--- src/rtl/raster_pkg.sv ---
// ---------------------------------------------------------------------------
// raster_pkg : shared state encoding, colour width default and width helper
// Rev 1.0
// ---------------------------------------------------------------------------
`default_nettype none

package raster_pkg;

  localparam int COLOUR_W_DEFAULT = 24;

  typedef enum logic [1:0] {
    ST_IDLE  = 2'd0,
    ST_SCAN  = 2'd1,
    ST_FLUSH = 2'd2,
    ST_DONE  = 2'd3
  } raster_state_e;

  // Keeps port widths legal when a dimension collapses to one or zero entries.
  function automatic int safe_clog2(input int v);
    return (v > 1) ? $clog2(v) : 1;
  endfunction

endpackage

`default_nettype wire

--- src/rtl/raster_counter.sv ---
// ---------------------------------------------------------------------------
// raster_counter : x/y raster position counter with enable and last-pixel flag
// Rev 1.0
// ---------------------------------------------------------------------------
`default_nettype none

module raster_counter
  import raster_pkg::*;
#(
  parameter  int H_RES = 160,
  parameter  int V_RES = 120,
  localparam int X_W   = safe_clog2(H_RES),
  localparam int Y_W   = safe_clog2(V_RES)
) (
  input  logic           clk,
  input  logic           resetn,
  input  logic           i_clr,
  input  logic           i_en,
  output logic [X_W-1:0] o_x,
  output logic [Y_W-1:0] o_y,
  output logic           o_last
);

  logic [X_W-1:0] r_x;
  logic [Y_W-1:0] r_y;
  logic           w_x_end;
  logic           w_y_end;

  assign w_x_end = (r_x == X_W'(H_RES - 1));
  assign w_y_end = (r_y == Y_W'(V_RES - 1));

  always_ff @(posedge clk) begin
    if (!resetn || i_clr) begin
      r_x <= '0;
      r_y <= '0;
    end else if (i_en) begin
      if (w_x_end) begin
        r_x <= '0;
        r_y <= w_y_end ? '0 : r_y + Y_W'(1);
      end else begin
        r_x <= r_x + X_W'(1);
      end
    end
  end

  assign o_x    = r_x;
  assign o_y    = r_y;
  assign o_last = w_x_end && w_y_end;

endmodule

`default_nettype wire

--- src/rtl/frame_rasterizer.sv ---
// ---------------------------------------------------------------------------
// frame_rasterizer : scans one frame in raster order, BG rows then image-ROM rows
// Optional macro RASTER_STALL_EN adds pix_ready back-pressure.   Rev 1.0
// ---------------------------------------------------------------------------
`default_nettype none

module frame_rasterizer
  import raster_pkg::*;
#(
  parameter  int                H_RES     = 160,
  parameter  int                V_RES     = 120,
  parameter  int                SPLIT_ROW = 92,
  parameter  int                COLOUR_W  = COLOUR_W_DEFAULT,
  parameter  logic [COLOUR_W-1:0] BG_COLOUR = '0,
  localparam int                ROM_AW    = safe_clog2((V_RES - SPLIT_ROW) * H_RES),
  localparam int                X_W       = safe_clog2(H_RES),
  localparam int                Y_W       = safe_clog2(V_RES)
) (
  input  logic                clk,
  input  logic                resetn,
  input  logic                start,
`ifdef RASTER_STALL_EN
  input  logic                pix_ready,
`endif
  output logic                busy,
  output logic                done,
  output logic [ROM_AW-1:0]   rom_addr,
  input  logic [COLOUR_W-1:0] rom_q,
  output logic [X_W-1:0]      pix_x,
  output logic [Y_W-1:0]      pix_y,
  output logic [COLOUR_W-1:0] pix_colour,
  output logic                pix_valid
);

  if (SPLIT_ROW > V_RES) begin : g_bad_split
    $error("frame_rasterizer: SPLIT_ROW must not exceed V_RES");
  end

  raster_state_e r_state;
  raster_state_e w_state_nxt;

  logic                w_adv;
  logic                w_issue;
  logic                w_start_acc;
  logic                w_last;
  logic                w_rom_row;
  logic [X_W-1:0]      w_x;
  logic [Y_W-1:0]      w_y;
  logic [ROM_AW-1:0]   r_addr;
  logic                r_pix_valid;
  logic [X_W-1:0]      r_pix_x;
  logic [Y_W-1:0]      r_pix_y;
  logic [COLOUR_W-1:0] w_colour_live;

`ifdef RASTER_STALL_EN
  assign w_adv = pix_ready | ~r_pix_valid;
`else
  assign w_adv = 1'b1;
`endif

  always_ff @(posedge clk) begin
    if (!resetn) r_state <= ST_IDLE;
    else         r_state <= w_state_nxt;
  end

  always_comb begin
    w_state_nxt = r_state;
    w_issue     = 1'b0;
    w_start_acc = 1'b0;
    case (r_state)
      ST_IDLE: begin
        if (start) begin
          w_state_nxt = ST_SCAN;
          w_start_acc = 1'b1;
        end
      end
      ST_SCAN: begin
        if (w_adv) begin
          w_issue = 1'b1;
          if (w_last) w_state_nxt = ST_FLUSH;
        end
      end
      ST_FLUSH: begin
        if (w_adv) w_state_nxt = ST_DONE;
      end
      ST_DONE:  w_state_nxt = ST_IDLE;
      default:  w_state_nxt = ST_IDLE;
    endcase
  end

  raster_counter #(
    .H_RES (H_RES),
    .V_RES (V_RES)
  ) u_counter (
    .clk    (clk),
    .resetn (resetn),
    .i_clr  (w_start_acc),
    .i_en   (w_issue),
    .o_x    (w_x),
    .o_y    (w_y),
    .o_last (w_last)
  );

  assign w_rom_row = (int'(w_y) >= SPLIT_ROW);

  // Running ROM address: counts issued image pixels; parks on the final address.
  always_ff @(posedge clk) begin
    if (!resetn || w_start_acc) begin
      r_addr <= '0;
    end else if (w_issue && w_rom_row && !w_last) begin
      r_addr <= r_addr + ROM_AW'(1);
    end
  end

  always_ff @(posedge clk) begin
    if (!resetn) begin
      r_pix_valid <= 1'b0;
      r_pix_x     <= '0;
      r_pix_y     <= '0;
    end else if (w_adv) begin
      r_pix_valid <= w_issue;
      if (w_issue) begin
        r_pix_x <= w_x;
        r_pix_y <= w_y;
      end
    end
  end

  assign w_colour_live = !r_pix_valid                 ? '0        :
                         (int'(r_pix_y) < SPLIT_ROW)  ? BG_COLOUR : rom_q;

`ifdef RASTER_STALL_EN
  // The address has already moved on while stalled, so rom_q goes stale after
  // the first stalled cycle; keep the colour captured on that cycle.
  logic                r_stalled;
  logic [COLOUR_W-1:0] r_col_hold;

  always_ff @(posedge clk) begin
    if (!resetn) begin
      r_stalled  <= 1'b0;
      r_col_hold <= '0;
    end else begin
      r_stalled <= r_pix_valid & ~pix_ready;
      if (!r_stalled) r_col_hold <= w_colour_live;
    end
  end

  assign pix_colour = r_stalled ? r_col_hold : w_colour_live;
`else
  assign pix_colour = w_colour_live;
`endif

  assign busy      = (r_state != ST_IDLE);
  assign done      = (r_state == ST_DONE);
  assign rom_addr  = r_addr;
  assign pix_x     = r_pix_x;
  assign pix_y     = r_pix_y;
  assign pix_valid = r_pix_valid;

endmodule

`default_nettype wire

--- config.mk ---
export PLATFORM = sky130hd
export DESIGN_NAME = frame_rasterizer
export DESIGN_NICKNAME = d
export VERILOG_FILES = /design/src/rtl/raster_pkg.sv /design/src/rtl/raster_counter.sv /design/src/rtl/frame_rasterizer.sv
export SDC_FILE = /design/constraint.sdc
export NUM_CORES = 1
export LEC_CHECK = 0
export ABC_CLOCK_PERIOD_IN_PS = 2100
export CELL_PAD_IN_SITES_DETAIL_PLACEMENT = 2
export CELL_PAD_IN_SITES_GLOBAL_PLACEMENT = 2
export CORE_MARGIN = 3
export CORE_UTILIZATION = 23
export DETAILED_ROUTE_END_ITERATION = 7
export HOLD_SLACK_MARGIN = 0.12
export PLACE_DENSITY_LB_ADDON = 0.15
export SYNTH_ARGS = -nofsm -noshare
export SYNTH_HDL_FRONTEND = slang
export SYNTH_HIERARCHICAL = 1
export SYNTH_SLANG_ARGS = --single-unit
export TNS_END_PERCENT = 100
--- constraint.sdc ---
create_clock -name clk -period 2.1 [get_ports clk]
set_input_delay 0.315 -clock clk [delete_from_list [all_inputs] [get_ports clk]]
set_output_delay 0.315 -clock clk [all_outputs]
set_load 0.01 [all_outputs]
==> results of run 1 <==
[metal layers]
metal | up-vias | track usage
met1 | 1076 | 0.166
met4 | 0 | 0.0247
met2 | 72 | 0.220
met5 | - | 0
met3 | 5 | 0.0310
li1 | 1079 | -
[registers in the layout, summed over array words and instances (netlist names)]
name	flops
u_counter/o_x	8
r_state	2
rom_addr	13
pix_x	8
u_counter/o_y	7
pix_valid	1
pix_y	7
[final timing paths]
path	from	cells after the start	slack, ns	to
max	u_counter/o_y[0]$_SDFFE_PP0P_	8	0.02	rom_addr[9]$_SDFFE_PP0P_
min	pix_y[0]$_SDFFE_PN0N_	2	0.51	pix_y[0]$_SDFFE_PN0N_
max reg2reg	u_counter/o_y[0]$_SDFFE_PP0P_	8	0.02	rom_addr[9]$_SDFFE_PP0P_
min reg2reg	pix_y[0]$_SDFFE_PN0N_	2	0.51	pix_y[0]$_SDFFE_PN0N_
[power breakdown]
| group | leakage (uW) | internal, uW | switching [uW] |
|---|---|---|---|
| clock network | 0.0000575 | 333 | 305 |
| logic | 0.00108 | 283 | 291 |
| registers | 0.000374 | 908 | 33.8 |
[through the flow]
| step | worst slack [ns] | hold slack (ns) | util | setup TNS [ns] | cell area, sq um |
|---|---|---|---|---|---|
| finish | 0.0183 | 0.511 | 0.367 | 0 | 3600 |
| global route | -0.0823 | 0.555 | 0.367 | -0.166 | 3600 |
| CTS | 0.00403 | 0.519 | 0.358 | 0 | 3510 |
| detailed placement | -0.0267 | 0.495 | 0.346 | -0.0527 | 3400 |
| global placement | 0.0540 | 0.486 | 0.346 | 0 | 3400 |
| floorplan | 0.00519 | 0.443 | - | 0 | 2330 |
[layout make-up]
type                            count  area [sq um]  share of cell area
Clock buffer                        8           110              0.0306
Multi-Input combinational cell    193          1340               0.372
Sequential cell                    46           930               0.258
Tap cell                          133           166              0.0462
Inverter                            6          22.5             0.00625
Timing Repair Buffer              104          1030               0.287
[cell usage in the layout, fill, tap and decap left out, types with 7 or more instances in the layout]
cell type	instances
nand3_1	13
nor2_1	18
nand2_1	13
mux2i_1	18
nor3_1	7
clkdlybuf4s50_1	67
xnor2_1	11
a21oi_1	8
dfxtp_1	41
dlymetal6s2s_1	12
clkbuf_8	8
buf_4	19
ha_1	7
and2_1	26
nor2b_1	14
[logic make-up after synthesis]
| logic type | count (synthesis) | share of synthesized area |
|---|---|---|
| mux | 18 | 0.0775 |
| xor+xnor | 16 | 0.0603 |
| flops | 46 | 0.396 |
| buf+inv | 17 | 0.0404 |
| compound gates | 23 | 0.0597 |
| fa+ha+maj | 8 | 0.0431 |
| simple gates | 128 | 0.323 |
[tightest hold or removal path, cell delays in order (launching register included)]
cell and delay [ns]:
dfxtp_1 0.34, mux2i_1 0.07, nor2_1 0.07
[what timing repair did]
item / in CTS / in global routing
cloned: 0 / 2
pin swaps: 4 / 0
endpoints found under the setup margin: 26 / 26
buffers inserted: 0 / 1
resized for setup: 7 / 26
==> impl_metrics.json, run 1 <==
{
  "status": "complete, no violations",
  "synth.most_common_cell": "dfxtp_1",
  "postCtsHoldBufs": 0,
  "cts.sinks": 46,
  "ys.flop_type": "dfxtp_1",
  "clockBufferDepth": 2,
  "wl_met1_microns": 3480,
  "yosysSeqAreaShare": 0.396,
  "cp_num_buf_inv": 0,
  "path_class": "reg2reg",
  "drt_wl_total_microns": 7490,
  "cts_tree": "done",
  "routed.top_layer": "met4",
  "cts.clk_slew.worst_paths_ns": 0.09,
  "synth-edff-count": 0,
  "grt_max_degree": 25,
  "total_power_uw": 2150,
  "cpPeakStageDelay_ns": 0.44,
  "gp_congestion": 0.717,
  "slew_headroom": 0.746,
  "port_buffers": 81,
  "tightest_slew_ns": 0.381,
  "wl_met3_microns": 418,
  "period_needed_ns": 2.08,
  "nFillCells": 1150,
  "route.met2.wl_microns": 3540,
  "fmax_mhz": 480,
  "cts.htree.levels": 2,
  "synth_area_per_cell_sq_um": 9.08,
  "antenna_found_initial": 0,
  "path_cells": "ha_2 -> and4_1 -> nand3b_1 -> nor2_2 -> nand3b_4 -> or4_4 -> or3_4 -> a21oi_2",
  "fin_crit_sh": 0.991,
  "start_util": 0.237,
  "startpoint_type": "register",
  "cts_made_buffers": 5,
  "grt.total_usage": 0.129,
  "die_w_microns": 107,
  "yosys.area.top_type_share": 0.396,
  "antenna_left": 0,
  "drc_errors": 0,
  "hp-class": "reg2reg",
  "powerDensity_nw_per_um2": 598,
  "dr.pass1.iters": 4,
  "vias_per_cell": 4.56,
  "vias": 2232,
  "die_h_microns": 107,
  "cts_root_buf": "clkbuf_8",
  "ys_ff_latch": 46,
  "crit_arrival_ns": 2.32,
  "nNetsFinal": 391,
  "synth_area_leaders": "dfxtp_1 40%, mux2i_1 7.8%, and2_1 7.3%",
  "areaGrowthSynthToFinish_pct": 55.0,
  "rsz0062_at_grt": "true",
  "worstPathMaxFanout": 4,
  "dieArea_sq_um": 11300,
  "synthCells": 256,
  "synth.distinct_cells": 41,
  "fp.coreArea_sq_um": 9820,
  "dp_hpwl_microns": 5610,
  "clock_latency_ns": 0.29,
  "layout.cells.non_filler": 490,
  "clock_skew_ns": 0.00427,
  "drive_gt1_frac": 0.143,
  "endpoint_kind": "register",
  "slowest_stage": "or4_4",
  "maxSlewViolCount": 0,
  "required_ns": 2.34,
  "synth_top_cells_by_count": "46 x dfxtp_1, 27 x and2_1, 20 x nor2_1",
  "power_leakage_uw": 0.00151,
  "syn_nets": 291,
  "globalRouteOverflowTotal": 0,
  "cap_violations": 0,
  "cpLargestDelayFamily": "simple AND/OR/NAND/NOR gates",
  "synth_async_sr_flop_share": 0,
  "grt_pass1_vias": 2267,
  "setup_viol": 0,
  "hold_viol_final": 0,
  "drt-wirelength-per-cell_microns": 15.3,
  "dp.cells": 479,
  "drt_iter0_drc": 91,
  "grt_pass1_wl_microns": 11900,
  "pin_count": 82,
  "ir_worst_vdd_mv": 0.289,
  "placementRows": 36,
  "ys_warn_count": 6,
  "antenna_cells": 0,
  "syn_area_sq_um": 2320,
  "yosys.area.top_type": "dfxtp_1"
}
Note: power is estimated with default switching activity, not from simulation.
==> run 2, diff against run 1 <==
- MAX_ROUTING_LAYER: unset -> met4
- SKIP_LAST_GASP: unset -> 1
==> impl_metrics.json, run 2 (same netlist as run 1, synthesis figures left out) <==
{
  "drive_gt1_frac": 0.124,
  "path_class": "reg2reg",
  "placementRows": 36,
  "r2r_slack_ns": 0.02,
  "clock_skew_ns": 0.00474,
  "grt_pass1_vias": 2268,
  "worstPathMaxFanout": 4,
  "drt_wl_total_microns": 7190,
  "period_needed_ns": 2.08,
  "crit_arrival_ns": 2.32,
  "drc_errors": 0,
  "powerDensity_nw_per_um2": 611,
  "required_ns": 2.34,
  "hp-class": "reg2reg",
  "dr.pass1.iters": 4,
  "final_cell_area_sq_um": 3530,
  "port_buffers": 81,
  "nNetsFinal": 388,
  "grt_max_degree": 25,
  "dp.cells": 479,
  "finish.utilization": 0.360,
  "cpPeakStageDelay_ns": 0.44,
  "fmax_mhz": 480,
  "slew_headroom": 0.746,
  "whs_endpoint": "pix_y[0]$_SDFFE_PN0N_",
  "drt_iter0_drc": 81,
  "grt.total_usage": 0.132,
  "rsz0062_at_grt": "true",
  "fp.coreArea_sq_um": 9820,
  "layout_commonest_cell": "clkdlybuf4s50_1",
  "cts_made_buffers": 5,
  "startpoint_type": "register",
  "clock_latency_ns": 0.30,
  "mostFrequentLayoutCells": "81 x clkdlybuf4s50_1, 43 x dfxtp_1, 26 x and2_1",
  "endpoint_kind": "register",
  "switching_share": 0.293,
  "tightest_slew_ns": 0.381,
  "p_sw_uw": 632,
  "pin_count": 82,
  "power_frac_clock": 0.297,
  "dieArea_sq_um": 11300,
  "hold_viol_final": 0,
  "maxSlewViolCount": 0,
  "gp_congestion": 0.725,
  "areaGrowthSynthToFinish_pct": 51.9,
  "clockBufferDepth": 2,
  "antenna_left": 0,
  "cts.clk_slew.worst_paths_ns": 0.09,
  "largest_reg_flops": 13,
  "grt_pass1_wl_microns": 11900,
  "worstReg2RegStart": "u_counter/o_y[0]$_SDFFE_PP0P_",
  "whs_path_depth": 2,
  "slowest_stage": "or4_4",
  "path_cells": "ha_2 -> and4_1 -> nand3b_1 -> nor2_2 -> nand3b_4 -> or4_4 -> or3_4 -> a21oi_2",
  "internal_power_uw": 1520,
  "cts.sinks": 46,
  "pwr-share-comb": 0.266,
  "vias_per_cell": 4.56,
  "fin_crit_sh": 0.992,
  "dpl-instance-area_sq_um": 3400,
  "cts.htree.levels": 2,
  "antenna_found_initial": 0,
  "reg2regPathDepth": 8,
  "layout.cells.non_filler": 487,
  "power_leakage_uw": 0.00126,
  "setup_viol": 0,
  "nFillCells": 1151,
  "post_cts_buffers": 0,
  "start_util": 0.237,
  "dp_hpwl_microns": 5610,
  "p_seq_frac": 0.437,
  "cts_tree": "done",
  "cap_violations": 0,
  "worstHoldStart": "pix_y[0]$_SDFFE_PN0N_",
  "die_h_microns": 107,
  "status": "complete, no violations",
  "globalRouteOverflowTotal": 0,
  "cts_root_buf": "clkbuf_8",
  "drt-wirelength-per-cell_microns": 14.8,
  "r2r_end": "rom_addr[9]$_SDFFE_PP0P_",
  "vias": 2223,
  "antenna_cells": 0,
  "ir_worst_vdd_mv": 0.289,
  "die_w_microns": 107
}
## run 2: cell count changes in the layout (fill, tap and decap cells not counted)
cell,delta
a31oi_1,+1
dlygate4sd2_1,-2
dfxtp_4,-1
dlymetal6s2s_1,-12
dfxtp_1,+2
buf_4,-1
dfxtp_2,-1
nor2_2,-1
clkdlybuf4s50_1,+14
a31oi_2,-1
nor2_1,+1
buf_6,-2
## run 2: worst max path at each step
stage	startpoint	end	slack [ns]	cells after the start
floorplan	u_counter/o_y[0]$_SDFFE_PP0P_	rom_addr[11]$_SDFFE_PP0P_	0.005	8
global placement	u_counter/o_y[0]$_SDFFE_PP0P_	rom_addr[9]$_SDFFE_PP0P_	0.05	8
detailed placement	u_counter/o_y[0]$_SDFFE_PP0P_	rom_addr[11]$_SDFFE_PP0P_	-0.03	8
CTS	pix_y[3]$_SDFFE_PN0N_	pix_colour[2]	-0.02	5
global route	pix_y[3]$_SDFFE_PN0N_	pix_colour[2]	-0.09	5
finish	u_counter/o_y[0]$_SDFFE_PP0P_	rom_addr[9]$_SDFFE_PP0P_	0.02	8
## run 2: repair_timing
action                     CTS  global route
pin swaps                    4             0
resized for setup            5             4
hold endpoints to repair     0             0
setup endpoints to repair   26            28
hold buffers                 0             0
## run 2: metal layers
layer  GRT usage  vias to the layer above  part of all wire
li1            -                     1075                 -
met1       0.166                     1073              0.47
met2       0.220                       70              0.46
met3      0.0310                        5             0.062
met4      0.0247                        0            0.0081
met5           -                        -                 0
## run 2: cell type report
class | count | area (sq um) | share of cell area
multi-input cells | 193 | 1330 | 0.377
flip-flops and latches | 46 | 925 | 0.262
well taps | 133 | 166 | 0.0471
clock buffers | 8 | 110 | 0.0312
inverters | 6 | 22.5 | 0.00638
repair buffers | 101 | 977 | 0.277
## run 2: stage by stage
stage                     total power (uW)  TNS (ns)  hold WS [ns]  setup WS [ns]
after CTS                             2210   -0.0257         0.519        -0.0195
after detailed placement              1550   -0.0527         0.495        -0.0267
after floorplan                       1310         0         0.443        0.00519
final                                 2160         0         0.511         0.0171
after global routing                  2300     -1.49         0.555        -0.0913
after global placement                1530         0         0.486         0.0540
## run 2: power groups by stage
stage | registers [uW] | logic [uW] | clock network (uW)
2_1_floorplan | 960 | 354 | 0
3_3_place_gp | 962 | 571 | 0
3_5_place_dp | 964 | 589 | 0
4_1_cts | 945 | 595 | 673
5_1_grt | 952 | 642 | 701
6_report | 943 | 574 | 640
## run 2: critical path, delay by kind of cell, from the launching register on
kind | cells | cell delay [ns]
DFF | 1 | 0.33
AOI/OAI and AO/OA | 1 | 0.13
and+or+nand+nor | 6 | 1.38
adders and majority gates | 1 | 0.17
==> run 3, diff against run 2 <==
- ABC_AREA: unset -> 1
- CORE_UTILIZATION: 23 -> 21
- GPL_TIMING_DRIVEN: unset -> 0
- RECOVER_POWER: unset -> 100
==> impl_metrics.json, run 3 <==
{
  "worstPathMaxFanout": 9,
  "hold_viol_final": 0,
  "dp_slack_ns": -0.0901,
  "dieArea_sq_um": 12900,
  "syn_nets": 395,
  "synth_top_cells_by_count": "80 x nor2_1, 62 x inv_1, 57 x nand2_1",
  "globalRouteOverflowTotal": 0,
  "layout_commonest_cell": "nor2_1",
  "yosysSeqAreaShare": 0.380,
  "power_frac_clock": 0.314,
  "total_power_uw": 3040,
  "port_buffers": 81,
  "path_cells": "ha_1 -> nand2_1 -> nor2_1 -> nand2_2 -> nor2_2 -> inv_1 -> nand2_1 -> nor2_4 -> nand2_4 -> nor2_4 -> xnor2_1 -> nor2_1",
  "drc_errors": 0,
  "nNetsFinal": 485,
  "p_seq_frac": 0.366,
  "hp-class": "reg2reg",
  "route.met2.wl_microns": 4190,
  "grt_pass1_wl_microns": 14300,
  "gp_congestion": 0.741,
  "cpPeakStageDelay_ns": 0.41,
  "drt_iter0_drc": 78,
  "die_w_microns": 113,
  "multiInputGateArea_sq_um": 1260,
  "required_ns": 2.28,
  "pwr-share-comb": 0.320,
  "hold_ws_ns": 0.495,
  "period_needed_ns": 1.95,
  "internal_power_uw": 1990,
  "largest_reg_flops": 13,
  "ir_worst_vdd_mv": 0.318,
  "ys_warn_count": 6,
  "yosys.area.top_type_share": 0.380,
  "vias_per_cell": 4.38,
  "synth_area_leaders": "dfxtp_1 38%, nor2_1 12%, inv_1 9.6%",
  "cts.clk_slew.worst_paths_ns": 0.08,
  "areaGrowthSynthToFinish_pct": 48.7,
  "synth.distinct_cells": 27,
  "syn_area_sq_um": 2420,
  "fmax_mhz": 513,
  "slowest_stage": "dfxtp_1",
  "cts.htree.levels": 2,
  "die_h_microns": 113,
  "startpoint_type": "register",
  "slew_headroom": 0.667,
  "synth_async_sr_flop_share": 0,
  "drt-wirelength-per-cell_microns": 14.4,
  "antenna_cells": 0,
  "pin_count": 82,
  "routed.top_layer": "met4",
  "vias": 2587,
  "grt.total_usage": 0.140,
  "grt_max_degree": 17,
  "cts_root_buf": "clkbuf_16",
  "drt_wl_total_microns": 8510,
  "drive_gt1_frac": 0.0998,
  "wl_met3_microns": 206,
  "whs_path_depth": 2,
  "tightest_slew_ns": 0.498,
  "reg2regPathDepth": 12,
  "dr.pass1.iters": 4,
  "crit_arrival_ns": 2.13,
  "seq_area_sq_um": 926,
  "antenna_found_initial": 0,
  "fin_crit_sh": 0.928,
  "final.setup.tns_ns": 0,
  "clock_latency_ns": 0.29,
  "placementRows": 38,
  "synth-edff-count": 0,
  "p_sw_uw": 1050,
  "synthCells": 360,
  "setup_slack_ns": 0.150,
  "cts_made_buffers": 5,
  "status": "complete, no violations",
  "wl_met1_microns": 4060,
  "cts_tree": "done",
  "antenna_left": 0,
  "ys.flop_type": "dfxtp_1",
  "dp_hpwl_microns": 6780,
  "setup_viol": 0,
  "powerDensity_nw_per_um2": 844,
  "clock_skew_ns": 0.0144,
  "maxSlewViolCount": 0,
  "start_util": 0.219,
  "yosys.area.top_type": "dfxtp_1",
  "mostFrequentLayoutCells": "78 x nor2_1, 62 x inv_1, 56 x nand2_1",
  "grt_pass1_vias": 2763,
  "cts.sinks": 46,
  "fp.coreArea_sq_um": 11100,
  "endpoint_kind": "register",
  "finish.utilization": 0.325,
  "cap_violations": 0,
  "nFillCells": 1346,
  "switching_share": 0.345,
  "ys_ff_latch": 46,
  "power_leakage_uw": 0.00169,
  "path_class": "reg2reg",
  "synth.most_common_cell": "nor2_1",
  "clockBufferDepth": 2,
  "synth_area_per_cell_sq_um": 6.73
}
[run 3: changes by cell type in the layout (fill, tap and decap cells not counted), sizes merged, moves of 14 or more]
cell and change:
o21ai +21, nand2 +52, nor2 +69, dlygate4sd2 +17, inv +59, mux2i -18
and2 -27, nor2b -14, clkdlybuf4s50 -50, buf -15, dlygate4sd3 +30
[run 3: layout make-up]
type | count | area share
inverter | 64 | 0.0667
sequential | 46 | 0.257
buffer | 6 | 0.00799
clock inverter | 3 | 0.0132
timing repair buffer | 83 | 0.222
clock buffer | 5 | 0.0347
tap | 140 | 0.0486
multi-input combinational | 244 | 0.350
[run 3: path summary, 6_finish.rpt]
kind | to | startpoint | slack [ns]
setup / recovery | rom_addr[8]$_SDFFE_PP0P_ | u_counter/o_x[1]$_SDFFE_PP0P_ | 0.15
hold / removal | pix_x[0]$_SDFFE_PN0N_ | pix_x[0]$_SDFFE_PN0N_ | 0.49
setup reg to reg | rom_addr[8]$_SDFFE_PP0P_ | u_counter/o_x[1]$_SDFFE_PP0P_ | 0.15
hold reg to reg | pix_x[0]$_SDFFE_PN0N_ | pix_x[0]$_SDFFE_PN0N_ | 0.49
[run 3: metal layers]
metal,up-vias,global-route usage
met5,-,-
met3,5,0.0180
met1,1254,0.177
li1,1284,-
met2,44,0.244
met4,0,0.0240
[run 3: worst max-delay path: cells and delay by family, from the launching register on]
kind | cells | cell delay (ns)
fa+ha+maj | 1 | 0.20
buf+inv | 1 | 0.07
flops | 1 | 0.41
xor+xnor | 1 | 0.14
simple gates | 9 | 1.02
[run 3: cell families (layout without fill, tap and decap cells)]
family	count (synthesis)	in the layout	share of synthesized area
AND/OR/NAND/NOR	184	184	0.347
buffers and inverters	70	161	0.111
AO/OA/AOI/OAI	47	47	0.103
flip-flops	46	46	0.380
adder cells (fa/ha/maj)	8	8	0.0413
XOR/XNOR	5	5	0.0181
[run 3: timing repair]
item | 4_1_cts | 5_1_grt
endpoints found under the setup margin | 26 | 18
resized for setup | 22 | 12
hold buffers | 0 | 0
buffers inserted | 1 | 1
[run 3: through the flow]
step / instances / instance area, sq um
final: 591 / 3600
after detailed placement: 581 / 3410
after CTS: 590 / 3580
after floorplan: 360 / 2420
after global placement: 581 / 3410
after global routing: 591 / 3600
[run 3: power groups by stage]
stage	combinational (uW)	sequential (uW)	clock, uW
after floorplan	464	1170	0
after global placement	1010	1130	0
after detailed placement	1040	1130	0
after CTS	1050	1120	984
after global routing	1100	1130	1020
final	973	1110	953
